--- config.mk ---
export PLATFORM = sky130hd
export DESIGN_NAME = seg7_decoder
export DESIGN_NICKNAME = d
export VERILOG_FILES = /design/src/rtl/seg7_decoder.sv
export SDC_FILE = /design/constraint.sdc
export NUM_CORES = 1
export LEC_CHECK = 0
export ABC_AREA = 0
export BUFFER_PORTS_ARGS = -buffer_cell sky130_fd_sc_hd__buf_2
export CORE_MARGIN = 2
export CORE_UTILIZATION = 40
export CTS_CLUSTER_DIAMETER = 100
export DETAILED_ROUTE_END_ITERATION = 10
export PLACE_DENSITY = 0.72
export RECOVER_POWER = 100
export SKIP_CTS_REPAIR_TIMING = 1
export SYNTH_ARGS = -nofsm -noshare
export SYNTH_HDL_FRONTEND = slang
export SYNTH_SLANG_ARGS = --single-unit
--- constraint.sdc ---
create_clock -name clk -period 1.5 [get_ports clk]
set_clock_uncertainty 0.05 [all_clocks]
set_input_delay 0.15 -clock clk [delete_from_list [all_inputs] [get_ports clk]]
set_output_delay 0.15 -clock clk [all_outputs]
set_load 0.02 [all_outputs]
--- src/rtl/seg7_decoder.sv ---
// seg7_decoder: captures an active-low seven-segment pattern on seg_strobe,
// decodes it to a hex digit and presents it on a valid/ready output.
// Pattern bit order: seg_in[6]=a ... seg_in[0]=g.
//
// Optional feature macro: SEG7_STABLE_FILTER_EN
//   defined   : the capture passes through a SETTLE state. The pattern must be
//               seen unchanged for STABLE_CYCLES cycles before it is decoded.
//               After SETTLE_TIMEOUT cycles in SETTLE an error result is forced.
//   undefined : a strobe in IDLE decodes seg_in directly into OUTPUT. The
//               parameters are accepted but have no effect.
module seg7_decoder #(
  parameter int STABLE_CYCLES  = 4,
  parameter int SETTLE_TIMEOUT = 64
) (
  input  logic       clk,
  input  logic       rst,
  input  logic [6:0] seg_in,
  input  logic       seg_strobe,
  output logic [3:0] dout,
  output logic       dout_valid,
  input  logic       dout_ready,
  output logic       dout_err,
  output logic       busy,
  output logic       overrun
);

  typedef enum logic [1:0] {
    ST_IDLE   = 2'd0,
    ST_SETTLE = 2'd1,
    ST_OUTPUT = 2'd2
  } state_e;

  // Blank display: every segment off, all bits high because inputs are active-low.
  localparam logic [6:0] SEG_BLANK_C = 7'h7F;

  state_e     state_q;
  logic [3:0] dout_q;
  logic       dout_err_q;
  logic       dout_valid_q;
  logic       busy_q;
  logic       overrun_q;

  // Maps a pattern to {err, value}; anything outside the 16 codes is an error with value 0.
  function automatic logic [4:0] seg_decode(input logic [6:0] pat);
    logic [4:0] res;
    case (pat)
      7'h01:   res = {1'b0, 4'h0};
      7'h4F:   res = {1'b0, 4'h1};
      7'h12:   res = {1'b0, 4'h2};
      7'h06:   res = {1'b0, 4'h3};
      7'h4C:   res = {1'b0, 4'h4};
      7'h24:   res = {1'b0, 4'h5};
      7'h20:   res = {1'b0, 4'h6};
      7'h0F:   res = {1'b0, 4'h7};
      7'h00:   res = {1'b0, 4'h8};
      7'h04:   res = {1'b0, 4'h9};
      7'h08:   res = {1'b0, 4'hA};
      7'h60:   res = {1'b0, 4'hB};
      7'h31:   res = {1'b0, 4'hC};
      7'h42:   res = {1'b0, 4'hD};
      7'h30:   res = {1'b0, 4'hE};
      7'h38:   res = {1'b0, 4'hF};
      default: res = {1'b1, 4'h0};
    endcase
    return res;
  endfunction

`ifdef SEG7_STABLE_FILTER_EN

  localparam logic [3:0] STABLE_C  = 4'(STABLE_CYCLES);
  localparam logic [7:0] TIMEOUT_C = 8'(SETTLE_TIMEOUT);

  logic [6:0] cap_q;
  logic [3:0] match_cnt_q;
  logic [7:0] to_cnt_q;
  logic [3:0] match_cnt_d;
  logic [7:0] to_cnt_d;
  logic       same_s;
  logic       stable_hit_s;
  logic       timeout_hit_s;
  logic [4:0] cap_dec_s;

  // Incremented counters and the stable/timeout decisions for the current SETTLE cycle.
  always_comb begin
    match_cnt_d   = match_cnt_q + 4'd1;
    to_cnt_d      = to_cnt_q + 8'd1;
    same_s        = (seg_in == cap_q);
    stable_hit_s  = same_s && (match_cnt_d == STABLE_C);
    timeout_hit_s = (to_cnt_d == TIMEOUT_C);
    cap_dec_s     = seg_decode(cap_q);
  end

  // Main FSM: capture, settle filtering, result hold until accepted.
  always_ff @(posedge clk) begin
    if (rst) begin
      state_q      <= ST_IDLE;
      cap_q        <= SEG_BLANK_C;
      match_cnt_q  <= 4'd0;
      to_cnt_q     <= 8'd0;
      dout_q       <= 4'h0;
      dout_err_q   <= 1'b0;
      dout_valid_q <= 1'b0;
      busy_q       <= 1'b0;
    end else begin
      case (state_q)
        ST_IDLE: begin
          if (seg_strobe) begin
            cap_q       <= seg_in;
            match_cnt_q <= 4'd0;
            to_cnt_q    <= 8'd0;
            busy_q      <= 1'b1;
            state_q     <= ST_SETTLE;
          end else begin
            busy_q <= 1'b0;
          end
        end
        ST_SETTLE: begin
          // A stable decode takes precedence over a timeout landing in the same cycle.
          if (stable_hit_s) begin
            dout_q       <= cap_dec_s[3:0];
            dout_err_q   <= cap_dec_s[4];
            dout_valid_q <= 1'b1;
            state_q      <= ST_OUTPUT;
          end else if (timeout_hit_s) begin
            dout_q       <= 4'h0;
            dout_err_q   <= 1'b1;
            dout_valid_q <= 1'b1;
            state_q      <= ST_OUTPUT;
          end else if (same_s) begin
            match_cnt_q <= match_cnt_d;
            to_cnt_q    <= to_cnt_d;
          end else begin
            // Pattern moved: restart the stability window on the new value.
            cap_q       <= seg_in;
            match_cnt_q <= 4'd0;
            to_cnt_q    <= to_cnt_d;
          end
        end
        ST_OUTPUT: begin
          if (dout_ready) begin
            dout_valid_q <= 1'b0;
            dout_q       <= 4'h0;
            dout_err_q   <= 1'b0;
            busy_q       <= 1'b0;
            state_q      <= ST_IDLE;
          end else begin
            dout_valid_q <= 1'b1;
          end
        end
        default: begin
          state_q      <= ST_IDLE;
          dout_valid_q <= 1'b0;
          busy_q       <= 1'b0;
        end
      endcase
    end
  end

`else

  // Parameters are only range-checked here; an out-of-range value yields this marker scope.
  if ((STABLE_CYCLES < 1) || (STABLE_CYCLES > 15) ||
      (SETTLE_TIMEOUT < 2) || (SETTLE_TIMEOUT > 255)) begin : g_cfg_out_of_range
  end

  logic [4:0] in_dec_s;

  // Direct decode of the live input pattern.
  always_comb begin
    in_dec_s = seg_decode(seg_in);
  end

  // Main FSM: decode on strobe, hold result until accepted.
  always_ff @(posedge clk) begin
    if (rst) begin
      state_q      <= ST_IDLE;
      dout_q       <= 4'h0;
      dout_err_q   <= 1'b0;
      dout_valid_q <= 1'b0;
      busy_q       <= 1'b0;
    end else begin
      case (state_q)
        ST_IDLE: begin
          if (seg_strobe) begin
            dout_q       <= in_dec_s[3:0];
            dout_err_q   <= in_dec_s[4];
            dout_valid_q <= 1'b1;
            busy_q       <= 1'b1;
            state_q      <= ST_OUTPUT;
          end else begin
            busy_q <= 1'b0;
          end
        end
        ST_OUTPUT: begin
          if (dout_ready) begin
            dout_valid_q <= 1'b0;
            dout_q       <= 4'h0;
            dout_err_q   <= 1'b0;
            busy_q       <= 1'b0;
            state_q      <= ST_IDLE;
          end else begin
            dout_valid_q <= 1'b1;
          end
        end
        default: begin
          state_q      <= ST_IDLE;
          dout_valid_q <= 1'b0;
          busy_q       <= 1'b0;
        end
      endcase
    end
  end

`endif

  // Sticky overrun: any strobe while busy is flagged until reset.
  always_ff @(posedge clk) begin
    if (rst) begin
      overrun_q <= 1'b0;
    end else if (seg_strobe && busy_q) begin
      overrun_q <= 1'b1;
    end else begin
      overrun_q <= overrun_q;
    end
  end

  assign dout       = dout_q;
  assign dout_err   = dout_err_q;
  assign dout_valid = dout_valid_q;
  assign busy       = busy_q;
  assign overrun    = overrun_q;

endmodule

==> flow_summary.json <==
{
  "grt_max_degree": 15,
  "dieArea_sq_um": 1930,
  "cp.required_ns": 1.60,
  "nets": 106,
  "syn-cell-area_sq_um": 638,
  "avgSynthCellArea_sq_um": 8.40,
  "ys_seq_elements": 9,
  "synthCells": 76,
  "n_fill_cell": 159,
  "vias": 640,
  "r2r_slack_ns": 0.34,
  "final-max-slew-violation-count": 0,
  "synth-seq-area-share_pct": 28.2,
  "drive_gt1_share_pct": 21.3,
  "cap_violations": 0,
  "insertedDiodeCount": 0,
  "clock.fmax_mhz": 801,
  "reg2reg_to": "dout_err",
  "place.port_buffers": 18,
  "startpoint": "seg_in[5]",
  "cts.htree.levels": 1,
  "crit_path_start_kind": "primary input",
  "yosysUniqueCellTypes": 38,
  "post-route-drc-count": 0,
  "crit_path_end_kind": "flip-flop",
  "syn_to_final_growth_pct": 14.9,
  "cp_max_fo": 12,
  "cts-root-buf": "clkbuf_4",
  "wirelength_mm": 1.44,
  "cp-endpoint": "dout[1]",
  "ios": 19,
  "ir_drop_mv": 0.239,
  "start_util_pct": 42.4,
  "cellLeakagePower_uw": 0.000267,
  "worst_pin_slew_ns": 0.449,
  "place_ws_ns": 0.132,
  "vias_per_cell": 5.82,
  "hold_viol": 0,
  "final_cell_area_sq_um": 733,
  "routedWlPerCell_microns": 13.1,
  "gp_congestion": 0.919,
  "hold_start": "rst",
  "ys_warn_count": 0,
  "ys.flop_type": "dfxtp_1",
  "postPlaceCellArea_sq_um": 722,
  "crit_type": "primary input to flip-flop",
  "p_total_uw": 567,
  "synth_edf_count": 0,
  "synthesis.nets": 87,
  "setup_viol": 0,
  "die_width_microns": 43.9,
  "hpwl_mm": 1.11,
  "clk_path_buf_depth": 2,
  "cts_buffers": 3,
  "outcome": "finished clean",
  "period_share_pct": 83.2,
  "grt_pass1_vias": 528,
  "min_period_ns": 1.25,
  "p_per_area_nw_per_um2": 773,
  "cp.arrival_ns": 1.35,
  "cts.sinks": 9,
  "grt_pass1_wl_mm": 2.24,
  "setup_tns_ns": 0,
  "rsz0062_at_grt": "no",
  "setup_slack_ns": 0.252,
  "antenna_found_initial": 0,
  "r2r_cells": 4,
  "r2r-start": "state_q[1]",
  "grt.overflow.total": 0,
  "hold_path.class": "primary input to flip-flop",
  "grt_usage_pct": 15.9,
  "drtAntennaViolNets": 0,
  "rows": 14,
  "die_h_microns": 43.9,
  "core-area_sq_um": 1510,
  "clk_pin_slew_ns": 0.06,
  "dr.pass1.iters": 4,
  "first_iter_violations": 12,
  "synthArstFlopShare_pct": 0,
  "cts_tree": "done",
  "relSlewSlack_pct": 70.1,
  "clk_latency_ns": 0.26
}
-- synth_stat cells, types with 2 or more instances --
master | count | area [sq um]
a211oi_1 | 3 | 22.5
a21oi_1 | 4 | 20.0
a22o_1 | 3 | 26.3
buf_2 | 2 | 10.0
buf_4 | 2 | 15.0
dfxtp_1 | 9 | 180
nand2_1 | 7 | 26.3
nand2b_1 | 6 | 37.5
nand3_1 | 2 | 10.0
nor2_1 | 2 | 7.51
nor3_1 | 3 | 15.0
nor3b_1 | 3 | 22.5
nor4_1 | 2 | 12.5
o21ai_0 | 4 | 20.0
-- report_power, final --
part           total (uW)  switching [uW]  internal [uW]  leakage, uW
Sequential            258            7.43            251    0.0000736
Clock                 181            79.1            102    0.0000150
Combinational         127            77.0           50.2     0.000179
Total                 567             164            403     0.000267
-- flip-flops by register name (all words and copies together), names as in the netlist --
| name | count |
|---|---|
| dout_valid | 1 |
| state_q | 1 |
| overrun | 1 |
| dout | 4 |
| busy | 1 |
| dout_err | 1 |
-- worst max-delay path, cell delays in order --
cell,delay [ns]
clkbuf_1,0.35
nand2b_4,0.24
nor4_1,0.07
a211oi_1,0.20
o311ai_1,0.14
a22o_1,0.21
-- routing by layer --
layer	global-route usage, %	part of all wire [%]	up-vias
met3	1.25	5.5	4
met1	19.9	46	286
met4	13.9	3.2	0
met2	24.1	45	22
met5	0	0	-
li1	-	-	328
-- stage by stage --
step / hold slack, ns / utilization [%] / cells
floorplan: 0.169 / - / 76
finish: 0.0524 / 48.7 / 110
global placement: 0.325 / 47.9 / 106
global route: 0.0594 / 48.7 / 110
CTS: 0.0373 / 49.7 / 110
detailed placement: 0.322 / 47.9 / 106
-- cells in the final DEF, fill, tap and decap left out, drive strengths merged, types with 2 or more instances in the layout --
master  synthesis  final
nor3b           3      3
dfxtp           9      9
buf             5     10
nand2b          7      7
a211oi          3      3
nor2            2      2
nor4            2      2
nand3           2      2
nor3            3      3
clkbuf          1     14
nand2           7      7
a22o            3      3
o21ai           4      4
a21oi           5      5
-- cells by family after synthesis --
logic type | after synthesis | share of synthesized area [%]
flops | 9 | 28.2
simple gates | 36 | 36.5
compound gates | 24 | 27.5
buf+inv | 6 | 6.47
xor+xnor | 1 | 1.37
-- worst min-delay path by stage --
stage	slack [ns]	depth (start not counted)	endpoint
after global routing	0.06	2	overrun
after CTS	0.04	2	dout_valid
after global placement	0.33	2	dout_valid
final	0.05	2	dout_valid
after detailed placement	0.32	2	dout_valid
after floorplan	0.17	1	dout_valid
-- final cells by class --
cell class / instances / area (sq um) / share of cell area (%)
Multi-Input combinational cell: 61 / 417 / 56.8
Sequential cell: 9 / 180 / 24.6
Timing Repair Buffer: 20 / 90.1 / 12.3
Clock buffer: 4 / 26.3 / 3.58
Tap cell: 16 / 20.0 / 2.73
Note: power is estimated with default switching activity, not from simulation.
